### src/rtl/loader_mem_arbiter.sv
// Loader-to-RAM write arbiter: buffers download bytes and drains them on free cycles, then starts the program.
// Optional LOADER_CPU_FREEZE_EN: hold the CPU in wait during a download and drain one entry per cycle.
module loader_mem_arbiter #(
    parameter int unsigned ADDR       = 16,
    parameter int unsigned DATA       = 8,
    parameter int unsigned FIFO_DEPTH = 4
) (
    input  logic            clock,
    input  logic            reset_n,
    input  logic            ld_download,
    input  logic            ld_wr,
    input  logic [ADDR-1:0] ld_addr,
    input  logic [DATA-1:0] ld_data,
    input  logic            ld_exec_en,
    input  logic [ADDR-1:0] ld_exec_addr,
    output logic            ld_hold,
    input  logic            cpu_mreq,
    output logic            cpu_wait,
    output logic            ram_we,
    output logic [ADDR-1:0] ram_addr,
    output logic [DATA-1:0] ram_din,
    output logic            exec_req,
    output logic [ADDR-1:0] exec_addr,
    output logic            busy,
    output logic            err_ovf
);

    localparam int unsigned PTR_W = (FIFO_DEPTH > 1) ? $clog2(FIFO_DEPTH) : 1;
    localparam int unsigned CNT_W = PTR_W + 1;
    localparam logic [CNT_W-1:0] FULL_CNT = CNT_W'(FIFO_DEPTH);
    localparam logic [CNT_W-1:0] HOLD_CNT = CNT_W'(FIFO_DEPTH - 1);

    typedef enum logic [1:0] {
        IDLE  = 2'd0,
        LOAD  = 2'd1,
        DRAIN = 2'd2,
        EXEC  = 2'd3
    } state_t;

    state_t          state;
    logic [ADDR-1:0] fifo_addr [FIFO_DEPTH];
    logic [DATA-1:0] fifo_data [FIFO_DEPTH];
    logic [PTR_W-1:0] wr_ptr;
    logic [PTR_W-1:0] rd_ptr;
    logic [CNT_W-1:0] count;
    logic             dl_q;
    logic             exec_pend;
    logic [ADDR-1:0]  exec_target;

    logic             full_c;
    logic             push_c;
    logic             pop_c;
    logic             slot_free_c;
    logic [CNT_W-1:0] count_nxt_c;

`ifdef LOADER_CPU_FREEZE_EN
    logic unused_mreq_c;
    assign unused_mreq_c = cpu_mreq;
    assign slot_free_c   = 1'b1;
`else
    assign slot_free_c   = ~cpu_mreq;
    assign cpu_wait      = 1'b0;
`endif

    // Push/pop decisions and the resulting occupancy
    always_comb begin
        full_c      = 1'b0;
        push_c      = 1'b0;
        pop_c       = 1'b0;
        count_nxt_c = count;
        full_c      = (count == FULL_CNT);
        push_c      = ld_wr && !full_c;
        pop_c       = (count != '0) && ((state == LOAD) || (state == DRAIN)) && slot_free_c;
        count_nxt_c = count + CNT_W'(push_c) - CNT_W'(pop_c);
    end

    // Buffer storage; contents are don't-care once the pointers are flushed
    always_ff @(posedge clock) begin
        if (push_c) begin
            fifo_addr[wr_ptr] <= ld_addr;
            fifo_data[wr_ptr] <= ld_data;
        end
    end

    always_ff @(posedge clock or negedge reset_n) begin
        if (!reset_n) begin
            state       <= IDLE;
            wr_ptr      <= '0;
            rd_ptr      <= '0;
            count       <= '0;
            dl_q        <= 1'b0;
            exec_pend   <= 1'b0;
            exec_target <= '0;
            ld_hold     <= 1'b0;
            ram_we      <= 1'b0;
            ram_addr    <= '0;
            ram_din     <= '0;
            exec_req    <= 1'b0;
            exec_addr   <= '0;
            busy        <= 1'b0;
            err_ovf     <= 1'b0;
`ifdef LOADER_CPU_FREEZE_EN
            cpu_wait    <= 1'b0;
`endif
        end else begin
            dl_q     <= ld_download;
            count    <= count_nxt_c;
            ld_hold  <= (count_nxt_c >= HOLD_CNT);
            ram_we   <= pop_c;
            exec_req <= 1'b0;

            if (push_c) begin
                wr_ptr <= wr_ptr + PTR_W'(1);
            end
            if (pop_c) begin
                rd_ptr   <= rd_ptr + PTR_W'(1);
                ram_addr <= fifo_addr[rd_ptr];
                ram_din  <= fifo_data[rd_ptr];
            end
            if (ld_wr && full_c) begin
                err_ovf <= 1'b1;
            end
            // Start address may arrive at any time; the latest pulse wins
            if (ld_exec_en && (state != EXEC)) begin
                exec_pend   <= 1'b1;
                exec_target <= ld_exec_addr;
            end

            case (state)
                IDLE: begin
                    if (ld_download && !dl_q) begin
                        state <= LOAD;
                        busy  <= 1'b1;
`ifdef LOADER_CPU_FREEZE_EN
                        cpu_wait <= 1'b1;
`endif
                    end
                end
                LOAD: begin
                    if (!ld_download) begin
                        state <= DRAIN;
                    end
                end
                DRAIN: begin
                    // Wait until the last popped byte has actually been written
                    if (ld_download) begin
                        state <= LOAD;
                    end else if ((count == '0) && !ram_we) begin
                        if (exec_pend) begin
                            state     <= EXEC;
                            exec_req  <= 1'b1;
                            exec_addr <= exec_target;
                        end else begin
                            state <= IDLE;
                            busy  <= 1'b0;
`ifdef LOADER_CPU_FREEZE_EN
                            cpu_wait <= 1'b0;
`endif
                        end
                    end
                end
                EXEC: begin
                    state     <= IDLE;
                    busy      <= 1'b0;
                    exec_pend <= 1'b0;
`ifdef LOADER_CPU_FREEZE_EN
                    cpu_wait  <= 1'b0;
`endif
                end
                default: begin
                    state <= IDLE;
                    busy  <= 1'b0;
                end
            endcase
        end
    end

endmodule

### config.mk
export PLATFORM = sky130hd
export DESIGN_NAME = loader_mem_arbiter
export DESIGN_NICKNAME = d
export VERILOG_FILES = /design/src/rtl/loader_mem_arbiter.sv
export SDC_FILE = /design/constraint.sdc
export NUM_CORES = 1
export LEC_CHECK = 0
export ABC_CLOCK_PERIOD_IN_PS = 3450
export CORE_MARGIN = 8
export CORE_UTILIZATION = 43
export CTS_CLUSTER_SIZE = 28
export DETAILED_ROUTE_END_ITERATION = 16
export PLACE_DENSITY = 0.62
export SYNTH_ARGS = -nofsm -noshare
export SYNTH_HDL_FRONTEND = slang
export SYNTH_SLANG_ARGS = --single-unit
### constraint.sdc
create_clock -name clock -period 3.45 [get_ports clock]
set_input_delay 0.69 -clock clock [delete_from_list [all_inputs] [get_ports clock]]
set_output_delay 0.69 -clock clock [all_outputs]
set_load 0.05 [all_outputs]
==> metrics.json <==
{
  "outcome": "complete, no violations",
  "cts.hold.buffers_added": 0,
  "syn_area_um2": 6420,
  "worst_ir_drop_vdd_mv": 0.590,
  "worstPathRequired_ns": 3.76,
  "power.share.clock_pct": 24.6,
  "cts_resized": 0,
  "num_antenna_cells": 0,
  "finalNonFillerCells": 624,
  "gp_congestion": 0.737,
  "clock_sink_count": 168,
  "power_dens_cells_nw_per_um2": 947,
  "wl_per_cell_um": 18.4,
  "max_slew_margin_pct": 36.2,
  "clk_latency_ns": 0.42,
  "rows": 44,
  "power_switching_share_pct": 34.1,
  "cts_tree": "built",
  "clock_skew_ns": 0.00718,
  "drtPass1Iterations": 4,
  "post_synth_xor_area_fraction_pct": 0.682,
  "finalCoreUtilization_pct": 56.0,
  "leakage_power_nw": 3.05,
  "critical_path.startpoint_type": "primary input",
  "whs_ns": 0.406,
  "final_net_count": 486,
  "initial_antenna_violation_count": 0,
  "die_y_um": 138,
  "synthMuxAreaShare_pct": 18.2,
  "netlist_instances": 323,
  "synth.yosys.warnings": 0,
  "pwr-share-seq_pct": 40.0,
  "num_io_pins": 92,
  "crit_path_max_fanout": 2,
  "start_util_pct": 44.0,
  "remaining_drc_errors": 0,
  "antenna_violating_nets_post_route": 0,
  "main_combinational_cell_family_by_area_after_synthesis": "multiplexers",
  "placedCellCount": 592,
  "vias_cell": 5.05,
  "power_report.internal_total_mw": 5.10,
  "cp-end-kind": "flop",
  "achievable-frequency_mhz": 412,
  "seq_area_frac_synth_pct": 72.9,
  "drv_slew": 0,
  "die-area_um2": 19100,
  "core-area_um2": 14600,
  "most-common-layout-cells": "sky130_fd_sc_hd__edfxtp_1 (96), sky130_fd_sc_hd__clkdlybuf4s50_1 (89), sky130_fd_sc_hd__dfrtp_1 (71)",
  "first_global_vias": 3425,
  "layout-area-overhead-vs-synth_pct": 27.1,
  "worst-setup-path-type": "in2reg",
  "clock_tree.htree_level_count": 4,
  "period_minus_slack_ns": 2.43,
  "num_vias": 3151,
  "hold_viol": 0,
  "tns_ns": 0,
  "syn-mean-instance-area_um2": 19.9,
  "numCtsBuffers": 17,
  "worst_pin_slew_ns": 0.958,
  "drv.max_cap_violation_count": 0,
  "worst_hold_path_type": "in2async",
  "totalWireLength_um": 11500,
  "post_synth_fa_ha_maj_area_fraction_pct": 2.65,
  "rsz0062_at_grt": "no",
  "synthesized_flop_and_latch_total": 168,
  "simple_logic_cell_fraction_of_the_synthesized_area_pct": 1.75,
  "port_buffers": 90,
  "grt_overflow": 0,
  "first_iter_violations": 138,
  "place.detailed.hpwl_um": 7470,
  "power.net_switching_mw": 2.64,
  "power.combinational.fraction_pct": 35.4,
  "clock_tree_root_buffer_cell": "sky130_fd_sc_hd__clkbuf_16",
  "pin_count_of_the_biggest_net_entering_global_routing": 73,
  "mostFrequentLayoutCell": "sky130_fd_sc_hd__edfxtp_1",
  "drive_above_1_share_pct": 29.1,
  "post-cts-setup-buffers": 0,
  "dieWidth_um": 138,
  "synth_compound_area_share_pct": 1.73,
  "syn-num-nets": 382,
  "crit_path_arrival_time_ns": 2.74,
  "clk_transition_reported_paths_ns": 0.06,
  "final-setup-viol-count": 0,
  "grt_util_all_layers_pct": 12.7,
  "clk_path_buf_depth": 2,
  "overall_power_mw": 7.73,
  "finalCritPeriodShare_pct": 70.4,
  "synth_cell_types": 35,
  "first_pass_grt_wire_length_um": 18800
}
-- through the flow --
stage / setup WS, ns / instance area [um^2]
global route: 0.865 / 8170
finish: 1.02 / 8170
CTS: 1.00 / 8170
global placement: 0.595 / 7570
floorplan: 0.816 / 6420
detailed placement: 0.576 / 7570
-- cell type report --
cell class	instances	area [um^2]
clock buffer	17	425
fill	1122	6420
clock inverter	15	176
sequential	168	4690
tap	184	230
multi-input combinational	133	1620
inverter	8	30.0
timing repair buffer	99	1000
-- synth_stat cells --
cell,number,area (um^2)
sky130_fd_sc_hd__nand2b_1,1,6.26
sky130_fd_sc_hd__buf_2,3,15.0
sky130_fd_sc_hd__nor3b_1,1,7.51
sky130_fd_sc_hd__buf_6,3,33.8
sky130_fd_sc_hd__mux2_2,56,631
sky130_fd_sc_hd__o21ai_0,3,15.0
sky130_fd_sc_hd__mux4_2,24,541
sky130_fd_sc_hd__clkbuf_1,3,11.3
sky130_fd_sc_hd__dfrtp_1,72,1800
sky130_fd_sc_hd__buf_4,5,37.5
sky130_fd_sc_hd__ha_1,12,150
sky130_fd_sc_hd__and4b_1,1,10.0
sky130_fd_sc_hd__a21boi_1,1,7.51
sky130_fd_sc_hd__nand2_1,3,11.3
sky130_fd_sc_hd__a21oi_1,3,15.0
sky130_fd_sc_hd__nor2b_1,1,6.26
sky130_fd_sc_hd__o31ai_2,1,12.5
sky130_fd_sc_hd__nor3_1,1,5.00
sky130_fd_sc_hd__a31o_2,1,8.76
sky130_fd_sc_hd__o21ai_1,1,5.00
sky130_fd_sc_hd__xnor2_1,4,35.0
sky130_fd_sc_hd__a21o_1,1,7.51
sky130_fd_sc_hd__nor2b_2,1,8.76
sky130_fd_sc_hd__fa_1,1,20.0
sky130_fd_sc_hd__or4_4,1,11.3
sky130_fd_sc_hd__edfxtp_1,96,2880
sky130_fd_sc_hd__inv_1,8,30.0
sky130_fd_sc_hd__a22o_1,1,8.76
sky130_fd_sc_hd__a31o_1,1,8.76
sky130_fd_sc_hd__nor2_1,4,15.0
sky130_fd_sc_hd__conb_1,1,3.75
sky130_fd_sc_hd__a221oi_2,1,15.0
sky130_fd_sc_hd__and2_1,5,31.3
sky130_fd_sc_hd__xor2_1,1,8.76
sky130_fd_sc_hd__o21a_1,1,7.51
-- registers in the layout, summed over array words and instances (netlist names), 2 cells and up --
signal	flops
fifo_data	32
ram_din	8
state	2
count	3
exec_target	16
exec_addr	16
rd_ptr	2
ram_addr	16
wr_ptr	2
fifo_addr	64
-- routing by layer --
metal | up-vias | track usage [%] | share of wire, %
li1 | 1443 | - | -
met1 | 1613 | 15.4 | 45
met2 | 82 | 20.0 | 48
met3 | 13 | 5.27 | 5.4
met4 | 0 | 4.81 | 1.3
met5 | - | 0 | 0
-- worst max-delay path: stages --
cell	delay, ns
sky130_fd_sc_hd__clkdlybuf4s50_1	0.47
sky130_fd_sc_hd__a21boi_1	0.19
sky130_fd_sc_hd__inv_1	0.07
sky130_fd_sc_hd__ha_1	0.29
sky130_fd_sc_hd__inv_1	0.06
sky130_fd_sc_hd__ha_1	0.13
sky130_fd_sc_hd__inv_1	0.05
sky130_fd_sc_hd__fa_1	0.37
sky130_fd_sc_hd__xnor2_1	0.14
sky130_fd_sc_hd__xnor2_1	0.14
sky130_fd_sc_hd__a21o_1	0.16
-- cells by family after synthesis --
family,after synthesis
flip-flops,168
multiplexers,80
buffers and inverters,22
AND/OR/NAND/NOR,19
AO/OA/AOI/OAI,15
adder cells (fa/ha/maj),13
XOR/XNOR,5
other,1
-- power groups by stage --
stage	Combinational [mW]	Clock [mW]	Sequential (mW)
2_1_floorplan	1.28	0	3.74
6_report	2.74	1.90	3.09
4_1_cts	2.80	1.96	3.12
3_3_place_gp	2.76	0	3.13
3_5_place_dp	2.79	0	3.15
5_1_grt	2.92	2.03	3.18
-- worst paths after layout --
kind | startpoint | to | slack, ns | cells after the start
max | ld_wr | ld_hold | 1.02 | 11
min | reset_n | busy | 0.41 | 1
max reg2reg | state[0] | ld_hold | 1.03 | 11
min reg2reg | err_ovf | err_ovf | 0.46 | 1
max in group asynchronous | reset_n | rd_ptr[0] | 2.39 | 1
min in group clock | err_ovf | err_ovf | 0.46 | 1
(Power assumes the default switching activity.)
